--- config.mk ---
export PLATFORM = sky130hd
export DESIGN_NAME = mdu_iter
export DESIGN_NICKNAME = d
export VERILOG_FILES = /design/src/rtl/mdu_iter_pkg.sv /design/src/rtl/mdu_iter_core.sv /design/src/rtl/mdu_iter.sv
export SDC_FILE = /design/constraint.sdc
export NUM_CORES = 2
export LEC_CHECK = 0
export BUFFER_PORTS_ARGS = -buffer_cell sky130_fd_sc_hd__buf_2
export CORE_UTILIZATION = 60
export CTS_CLUSTER_SIZE = 8
export DETAILED_ROUTE_END_ITERATION = 6
export PLACE_DENSITY_LB_ADDON = 0.1
export SKIP_LAST_GASP = 1
export SLEW_MARGIN = 20
export SYNTH_ARGS = -nofsm -noshare
export SYNTH_HDL_FRONTEND = slang
export SYNTH_SLANG_ARGS = --single-unit
--- constraint.sdc ---
create_clock -name clk -period 16.8 [get_ports clk]
set_clock_uncertainty 0.2 [all_clocks]
set_input_delay 2.52 -clock clk [delete_from_list [all_inputs] [get_ports clk]]
set_output_delay 2.52 -clock clk [all_outputs]
set_load 0.05 [all_outputs]
--- src/rtl/mdu_iter_pkg.sv ---
// Shared definitions for the iterative multiply/divide unit:
// opcode encodings, FSM states, HI/LO write-enable levels and opcode class helpers.
package mdu_iter_pkg;

    localparam logic [3:0] MD_NO    = 4'd0;
    localparam logic [3:0] MD_MUL   = 4'd1;
    localparam logic [3:0] MD_MULTU = 4'd2;
    localparam logic [3:0] MD_MADD  = 4'd3;
    localparam logic [3:0] MD_MADDU = 4'd4;
    localparam logic [3:0] MD_MSUB  = 4'd5;
    localparam logic [3:0] MD_MSUBU = 4'd6;
    localparam logic [3:0] MD_DIV   = 4'd7;
    localparam logic [3:0] MD_DIVU  = 4'd8;
    localparam logic [3:0] MD_MTHI  = 4'd9;
    localparam logic [3:0] MD_MTLO  = 4'd10;

    localparam logic WriteEnable  = 1'b1;
    localparam logic WriteDisable = 1'b0;

    typedef enum logic [1:0] {
        S_IDLE = 2'd0,
        S_CALC = 2'd1,
        S_FIX  = 2'd2,
        S_DONE = 2'd3
    } mdu_state_t;

    // Ops that need the iterative datapath (everything from MUL to DIVU).
    function automatic logic md_is_multicycle(input logic [3:0] op);
        return (op >= MD_MUL) && (op <= MD_DIVU);
    endfunction

    function automatic logic md_is_div(input logic [3:0] op);
        return (op == MD_DIV) || (op == MD_DIVU);
    endfunction

    function automatic logic md_is_signed(input logic [3:0] op);
        return (op == MD_MUL) || (op == MD_MADD) || (op == MD_MSUB) || (op == MD_DIV);
    endfunction

    function automatic logic md_is_acc(input logic [3:0] op);
        return (op >= MD_MADD) && (op <= MD_MSUBU);
    endfunction

    function automatic logic md_is_sub(input logic [3:0] op);
        return (op == MD_MSUB) || (op == MD_MSUBU);
    endfunction

endpackage

--- src/rtl/mdu_iter_core.sv ---
// One iteration of the shared magnitude datapath.
// Multiply: {hi,lo} holds {partial product, remaining multiplier}; add-then-shift-right.
// Divide:   {hi,lo} holds {remainder, dividend/quotient}; shift-left-then-trial-subtract
//           (restoring). A single WIDTH+2 adder serves both.
module mdu_iter_core #(
    parameter int WIDTH = 32
) (
    input  logic             i_div,
    input  logic [WIDTH-1:0] i_hi,
    input  logic [WIDTH-1:0] i_lo,
    input  logic [WIDTH-1:0] i_opnd,
    output logic [WIDTH-1:0] o_hi,
    output logic [WIDTH-1:0] o_lo
);

    logic [WIDTH:0]   w_shift;
    logic [WIDTH+1:0] w_a;
    logic [WIDTH+1:0] w_b;
    logic [WIDTH+1:0] w_sum;
    logic             w_cin;
    logic             w_neg;

    // Operand select, shared add/subtract, and result steering for one step.
    always_comb begin
        w_shift = {i_hi, i_lo[WIDTH-1]};
        if (i_div) begin
            w_a   = {1'b0, w_shift};
            w_b   = ~{2'b00, i_opnd};
            w_cin = 1'b1;
        end else begin
            w_a   = {2'b00, i_hi};
            w_b   = {2'b00, {WIDTH{i_lo[0]}} & i_opnd};
            w_cin = 1'b0;
        end
        w_sum = w_a + w_b + {{(WIDTH+1){1'b0}}, w_cin};
        w_neg = w_sum[WIDTH+1];
        if (i_div) begin
            // negative trial result: restore (keep the shifted remainder)
            o_hi = w_neg ? w_shift[WIDTH-1:0] : w_sum[WIDTH-1:0];
            o_lo = {i_lo[WIDTH-2:0], ~w_neg};
        end else begin
            o_hi = w_sum[WIDTH:1];
            o_lo = {w_sum[0], i_lo[WIDTH-1:1]};
        end
    end

endmodule

--- src/rtl/mdu_iter.sv ---
// Iterative multiply/divide unit for the EX stage.
//   state | meaning
//   IDLE  | waiting; MTHI/MTLO complete here; multicycle ops latch operands
//   CALC  | one shift/add or shift/subtract iteration per cycle, WIDTH cycles
//   FIX   | apply result signs and accumulate into the HI/LO base
//   DONE  | present result, write HI/LO, release the stall
module mdu_iter
    import mdu_iter_pkg::*;
#(
    parameter int WIDTH = 32,
    parameter int CNT_W = $clog2(WIDTH + 1)
) (
    input  logic                 clk,
    input  logic                 rst,
    input  logic [3:0]           op_i,
    input  logic [WIDTH-1:0]     rdata1_i,
    input  logic [WIDTH-1:0]     rdata2_i,
    input  logic                 flush_i,
    input  logic [WIDTH-1:0]     hi_i,
    input  logic [WIDTH-1:0]     lo_i,
    input  logic                 mem_whilo_i,
    input  logic [WIDTH-1:0]     mem_hi_i,
    input  logic [WIDTH-1:0]     mem_lo_i,
    input  logic                 wb_whilo_i,
    input  logic [WIDTH-1:0]     wb_hi_i,
    input  logic [WIDTH-1:0]     wb_lo_i,
    output logic [WIDTH-1:0]     hi_fwd_o,
    output logic [WIDTH-1:0]     lo_fwd_o,
    output logic [WIDTH-1:0]     hi_o,
    output logic [WIDTH-1:0]     lo_o,
    output logic                 whilo_o,
    output logic [2*WIDTH-1:0]   mul_out_o,
    output logic                 stallreq_o
);

    mdu_state_t         r_state;
    mdu_state_t         w_state_nxt;
    logic [CNT_W-1:0]   r_cnt;
    logic [3:0]         r_op;
    logic [WIDTH-1:0]   r_hi;
    logic [WIDTH-1:0]   r_lo;
    logic [WIDTH-1:0]   r_opnd;
    logic               r_neg_q;
    logic               r_neg_r;
    logic [2*WIDTH-1:0] r_base;
    logic [2*WIDTH-1:0] r_res;
    logic [2*WIDTH-1:0] r_prod;

    logic               w_sign1;
    logic               w_sign2;
    logic [WIDTH-1:0]   w_mag1;
    logic [WIDTH-1:0]   w_mag2;
    logic               w_start;
    logic               w_div0;
    logic               w_r_is_div;
    logic [WIDTH-1:0]   w_core_hi;
    logic [WIDTH-1:0]   w_core_lo;
    logic [2*WIDTH-1:0] w_prod_s;
    logic [WIDTH-1:0]   w_quot_s;
    logic [WIDTH-1:0]   w_rem_s;
    logic [2*WIDTH-1:0] w_fix_res;

    assign hi_fwd_o = mem_whilo_i ? mem_hi_i : (wb_whilo_i ? wb_hi_i : hi_i);
    assign lo_fwd_o = mem_whilo_i ? mem_lo_i : (wb_whilo_i ? wb_lo_i : lo_i);

    assign w_start = md_is_multicycle(op_i);
    assign w_div0  = md_is_div(op_i) && (rdata2_i == '0);
    assign w_sign1 = md_is_signed(op_i) & rdata1_i[WIDTH-1];
    assign w_sign2 = md_is_signed(op_i) & rdata2_i[WIDTH-1];
    assign w_mag1  = w_sign1 ? -rdata1_i : rdata1_i;
    assign w_mag2  = w_sign2 ? -rdata2_i : rdata2_i;

    assign w_r_is_div = md_is_div(r_op);

    mdu_iter_core #(.WIDTH(WIDTH)) u_core (
        .i_div  (w_r_is_div),
        .i_hi   (r_hi),
        .i_lo   (r_lo),
        .i_opnd (r_opnd),
        .o_hi   (w_core_hi),
        .o_lo   (w_core_lo)
    );

    // Sign fix-up and accumulate; MIN/-1 wraps naturally to MIN with remainder 0.
    always_comb begin
        w_prod_s = r_neg_q ? -{r_hi, r_lo} : {r_hi, r_lo};
        w_quot_s = r_neg_q ? -r_lo : r_lo;
        w_rem_s  = r_neg_r ? -r_hi : r_hi;
        if (w_r_is_div) begin
            w_fix_res = {w_rem_s, w_quot_s};
        end else if (md_is_acc(r_op)) begin
            w_fix_res = md_is_sub(r_op) ? (r_base - w_prod_s) : (r_base + w_prod_s);
        end else begin
            w_fix_res = w_prod_s;
        end
    end

    // FSM state register.
    always_ff @(posedge clk or negedge rst) begin
        if (!rst) begin
            r_state <= S_IDLE;
        end else begin
            r_state <= w_state_nxt;
        end
    end

    // Next state and outputs; flush overrides everything, including a new op.
    always_comb begin
        w_state_nxt = r_state;
        hi_o        = '0;
        lo_o        = '0;
        whilo_o     = WriteDisable;
        mul_out_o   = '0;
        stallreq_o  = 1'b0;
        case (r_state)
            S_IDLE: begin
                if (op_i == MD_MTHI) begin
                    hi_o    = rdata1_i;
                    lo_o    = lo_fwd_o;
                    whilo_o = WriteEnable;
                end else if (op_i == MD_MTLO) begin
                    hi_o    = hi_fwd_o;
                    lo_o    = rdata1_i;
                    whilo_o = WriteEnable;
                end else if (w_start) begin
                    stallreq_o  = 1'b1;
                    w_state_nxt = w_div0 ? S_DONE : S_CALC;
                end
            end
            S_CALC: begin
                stallreq_o = 1'b1;
                if (r_cnt == CNT_W'(WIDTH - 1)) begin
                    w_state_nxt = S_FIX;
                end
            end
            S_FIX: begin
                stallreq_o  = 1'b1;
                w_state_nxt = S_DONE;
            end
            S_DONE: begin
                hi_o        = r_res[2*WIDTH-1:WIDTH];
                lo_o        = r_res[WIDTH-1:0];
                whilo_o     = WriteEnable;
                mul_out_o   = r_prod;
                w_state_nxt = S_IDLE;
            end
            default: w_state_nxt = S_IDLE;
        endcase
        if (flush_i) begin
            w_state_nxt = S_IDLE;
            whilo_o     = WriteDisable;
            stallreq_o  = 1'b0;
        end
    end

    // Operand capture, iteration and result registers.
    always_ff @(posedge clk or negedge rst) begin
        if (!rst) begin
            r_cnt   <= '0;
            r_op    <= MD_NO;
            r_hi    <= '0;
            r_lo    <= '0;
            r_opnd  <= '0;
            r_neg_q <= 1'b0;
            r_neg_r <= 1'b0;
            r_base  <= '0;
            r_res   <= '0;
            r_prod  <= '0;
        end else begin
            case (r_state)
                S_IDLE: begin
                    if (w_start) begin
                        r_op    <= op_i;
                        r_cnt   <= '0;
                        r_hi    <= '0;
                        r_lo    <= w_mag1;
                        r_opnd  <= w_mag2;
                        r_neg_q <= w_sign1 ^ w_sign2;
                        r_neg_r <= w_sign1;
                        r_base  <= {hi_fwd_o, lo_fwd_o};
                        // divide-by-zero result, used only when skipping straight to DONE
                        r_res   <= {rdata1_i, {WIDTH{1'b1}}};
                        r_prod  <= '0;
                    end
                end
                S_CALC: begin
                    r_hi  <= w_core_hi;
                    r_lo  <= w_core_lo;
                    r_cnt <= r_cnt + CNT_W'(1);
                end
                S_FIX: begin
                    r_res  <= w_fix_res;
                    r_prod <= w_r_is_div ? '0 : w_prod_s;
                end
                default: ;
            endcase
        end
    end

endmodule

==> metrics.txt <==
type of the worst min-delay path=reg2reg; shortest clock period the worst path allows after layout=8.22 ns; half-perimeter wire length of the detailed placement result=87900 um; Post-Syn Area per Cell=7.23 sq um; Top FF cell, synth=sky130_fd_sc_hd__dfrtp_1; depth of the worst register-to-register path=26; Net count, final=4479; maximum root-to-sink buffer count=3; fill count=4046; number of H-tree levels=2; largest cells by area after synthesis=sky130_fd_sc_hd__dfrtp_1 27%, sky130_fd_sc_hd__nand2_1 9.6%, sky130_fd_sc_hd__o21ai_0 8.0%, sky130_fd_sc_hd__a21oi_1 6.0%, sky130_fd_sc_hd__xnor2_1 5.7%; post-route fraction of the period consumed by the critical path=48.9%; maximum number of pins on one net before global-route repair=114; count of cells along the worst hold path=2; count of buffer and inverter cells on the critical path=1; total routing usage reported by global routing=48.4%; clock root buffer master=sky130_fd_sc_hd__clkbuf_16; antenna viol nets, final=0; count of unique library cells instantiated by Yosys=91; fraction of registers with async set/reset=100%; placeable core region=0.0456 sq mm; Min Hold Slack=0.273 ns; final routed wire length divided by cell count=24.9 um; share of final-layout standard cells stronger than drive strength 1=15.0%; reg-to-reg setup timing slack=8.58 ns; number of logic stages on the critical path including buffering=26; longest individual stage delay on the worst path=0.65 ns; dominant delay contributor by cell family on the critical path=simple AND/OR/NAND/NOR gates; most frequently used cell type in the post-synthesis netlist=sky130_fd_sc_hd__nand2_1; first-pass detailed-route iteration total=7; max-capacitance violation count=0; register area share after synthesis=27.1%; final setup TNS=0 ns; drt total wl=118000 um; Worst path slowest cell=sky130_fd_sc_hd__nor4_4; std cell rows=78; pre-CTS WS=8.83 ns; count of flip-flops with a built-in enable after synthesis=0; height of the chip=217 um; met2 wirelength from detailed routing=47200 um; instance count of the mapped netlist=3856; die span in x=217 um; Setup Crit Path Kind=reg2reg; capture endpoint of the worst hold path=r_prod[58]$_DFFE_PN0P_; worst-path fanout max=11; capturing element type of the critical path=flip-flop; worst setup margin=8.58 ns; Ys Warns=0; outcome=complete, but fails checks; headroom to the max-slew limit=20.8%; wire length of the first global-routing pass=171000 um; setup bufs post-CTS=0; portion of synthesized cell area occupied by the leading cell type=27.1%; clock-pin transition on the worst setup and hold timing paths=0.05 ns; P_leak=14.8 nW; hold path startpoint=r_prod[58]$_DFFE_PN0P_; number of global-route vias before repair=27.4k; total power consumption of the routed design=8.22 mW; transition time of the tightest slew-check pin=1.16 ns; maximum clock rate=122 MHz; Worst Path Arrival=8.51 ns; Initial Util=61.1%; Avg Vias per Cell=6.51; I/O pins=459; detailed-routed wire length on met3=18400 um; unrepaired setup endpoints after global routing=no; CTS tree=done; setup violators final=0; hold buffer count at cts=0; Remaining Overflow, GRT=0; final slew viol count=0; cell area power density=262 mW/mm^2; count of port buffers added during placement=458; Mapped Area=0.0279 sq mm; post-cts resize count=0; insertion delay to the later sink of the worst-skew pair=0.60 ns; worst supply voltage drop on vdd=0.000157 V; DRC violations left=2; area of the die=0.0473 sq mm; Top Layer Used=met5; reg2reg start=r_lo[0]$_DFFE_PN0P_; antenna violations before repair=16; flops & latches, synth=302; total number of vias=30.8k; count of endpoints failing hold in the final timing report=0; RR Endpoint=r_res[55]$_DFFE_PN0P_; syn_nets=4230; library cell with the largest summed area after synthesis=sky130_fd_sc_hd__dfrtp_1; last weighted congestion value of the routability-driven placer=1.06; initial DRC count=4910; Num CTS Buffers=44; area added between synthesis and finish=12.7%; Clock Sink Count=302; sort of element at the start of the critical path=flip-flop; required time worst endpoint=17.09 ns; violations in the final reports=design-rule violations; most instantiated cells after synthesis=715 x sky130_fd_sc_hd__nand2_1, 447 x sky130_fd_sc_hd__o21ai_0, 333 x sky130_fd_sc_hd__a21oi_1; met1 routed wirelength after detailed routing=44700 um
==> logic make-up (layout without fill, tap and decap cells) <==
group                      count (synthesis)  count (layout)  synth area share, %
DFF                                      302             302                 27.1
and+or+nand+nor                         1492            1492                 24.4
adders and majority gates                109             109                 4.98
AOI/OAI and AO/OA                       1159            1159                 24.8
buffers and inverters                    387             645                 5.43
xor gates and xnor gates                 306             306                 9.65
muxes                                    101             101                 3.64
other                                      0              17                    0
==> routing by layer <==
layer,global-route usage [%],vias up
met5,0,-
met4,27.9,4
met3,17.6,381
met2,67.6,2233
met1,63.8,14200
li1,-,14000
==> registers in the layout (all words and copies together), names as in the netlist <==
name     count
r_res       64
r_prod      64
r_hi        32
r_lo        32
r_state      2
r_neg_r      1
r_op         4
r_base      64
r_opnd      32
r_cnt        6
r_neg_q      1
==> final cells by class <==
type / count / area [sq um] / share of cell area [%]
antenna: 17 / 42.5 / 0.135
clock buffer: 52 / 1160 / 3.70
clock inverter: 3 / 45.0 / 0.143
inverter: 92 / 347 / 1.10
multi-input combinational: 3167 / 18900 / 60.2
sequential: 302 / 7560 / 24.1
tap: 600 / 751 / 2.39
timing repair buffer: 498 / 2610 / 8.30
==> tightest hold or removal path, cell delays in order, from the launching register on <==
cell                      delay, ns
sky130_fd_sc_hd__dfrtp_1       0.33
sky130_fd_sc_hd__nand2_1       0.04
sky130_fd_sc_hd__o21ai_0       0.06
==> cells in the final DEF (no fill, tap or decap), types with 26 or more instances in the layout <==
| master | instances |
|---|---|
| sky130_fd_sc_hd__buf_4 | 42 |
| sky130_fd_sc_hd__dfrtp_1 | 301 |
| sky130_fd_sc_hd__nor2_1 | 317 |
| sky130_fd_sc_hd__a21oi_1 | 330 |
| sky130_fd_sc_hd__a22oi_1 | 66 |
| sky130_fd_sc_hd__clkbuf_16 | 44 |
| sky130_fd_sc_hd__ha_1 | 103 |
| sky130_fd_sc_hd__inv_1 | 91 |
| sky130_fd_sc_hd__nor4_1 | 27 |
| sky130_fd_sc_hd__and2_1 | 78 |
| sky130_fd_sc_hd__buf_2 | 455 |
| sky130_fd_sc_hd__nand2_1 | 712 |
| sky130_fd_sc_hd__o21ai_0 | 446 |
| sky130_fd_sc_hd__nor3_1 | 58 |
| sky130_fd_sc_hd__a21o_1 | 57 |
| sky130_fd_sc_hd__a31oi_1 | 34 |
| sky130_fd_sc_hd__nand2b_1 | 31 |
| sky130_fd_sc_hd__xor2_1 | 125 |
| sky130_fd_sc_hd__nand3_1 | 70 |
| sky130_fd_sc_hd__nand4_1 | 28 |
| sky130_fd_sc_hd__xnor2_1 | 180 |
| sky130_fd_sc_hd__or3_1 | 26 |
| sky130_fd_sc_hd__mux2i_1 | 99 |
==> how the worst max path moves through the flow <==
stage                                  endpoint           startpoint
after floorplan                        hi_o[29]           wb_whilo_i
after global placement                 hi_o[11]           wb_whilo_i
after detailed placement  r_res[55]$_DFFE_PN0P_  r_lo[0]$_DFFE_PN0P_
after CTS                 r_res[55]$_DFFE_PN0P_  r_lo[0]$_DFFE_PN0P_
after global routing      r_res[55]$_DFFE_PN0P_  r_lo[0]$_DFFE_PN0P_
final                     r_res[55]$_DFFE_PN0P_  r_lo[0]$_DFFE_PN0P_
==> report_power, final <==
part | internal [mW] | switching [mW] | total [mW]
Clock | 0.481 | 0.355 | 0.835
Combinational | 2.04 | 3.87 | 5.91
Sequential | 1.03 | 0.443 | 1.47
Total | 3.56 | 4.66 | 8.22
==> metrics by stage <==
| stage | util (%) | cells | cell area [sq um] |
|---|---|---|---|
| global placement | 66.2 | 4659 | 30200 |
| detailed placement | 66.2 | 4659 | 30200 |
| global route | 68.9 | 4726 | 31400 |
| CTS | 68.8 | 4714 | 31400 |
| floorplan | - | 3856 | 27900 |
| finish | 68.9 | 4731 | 31400 |
No activity file was read; power rests on OpenSTA's default activity.
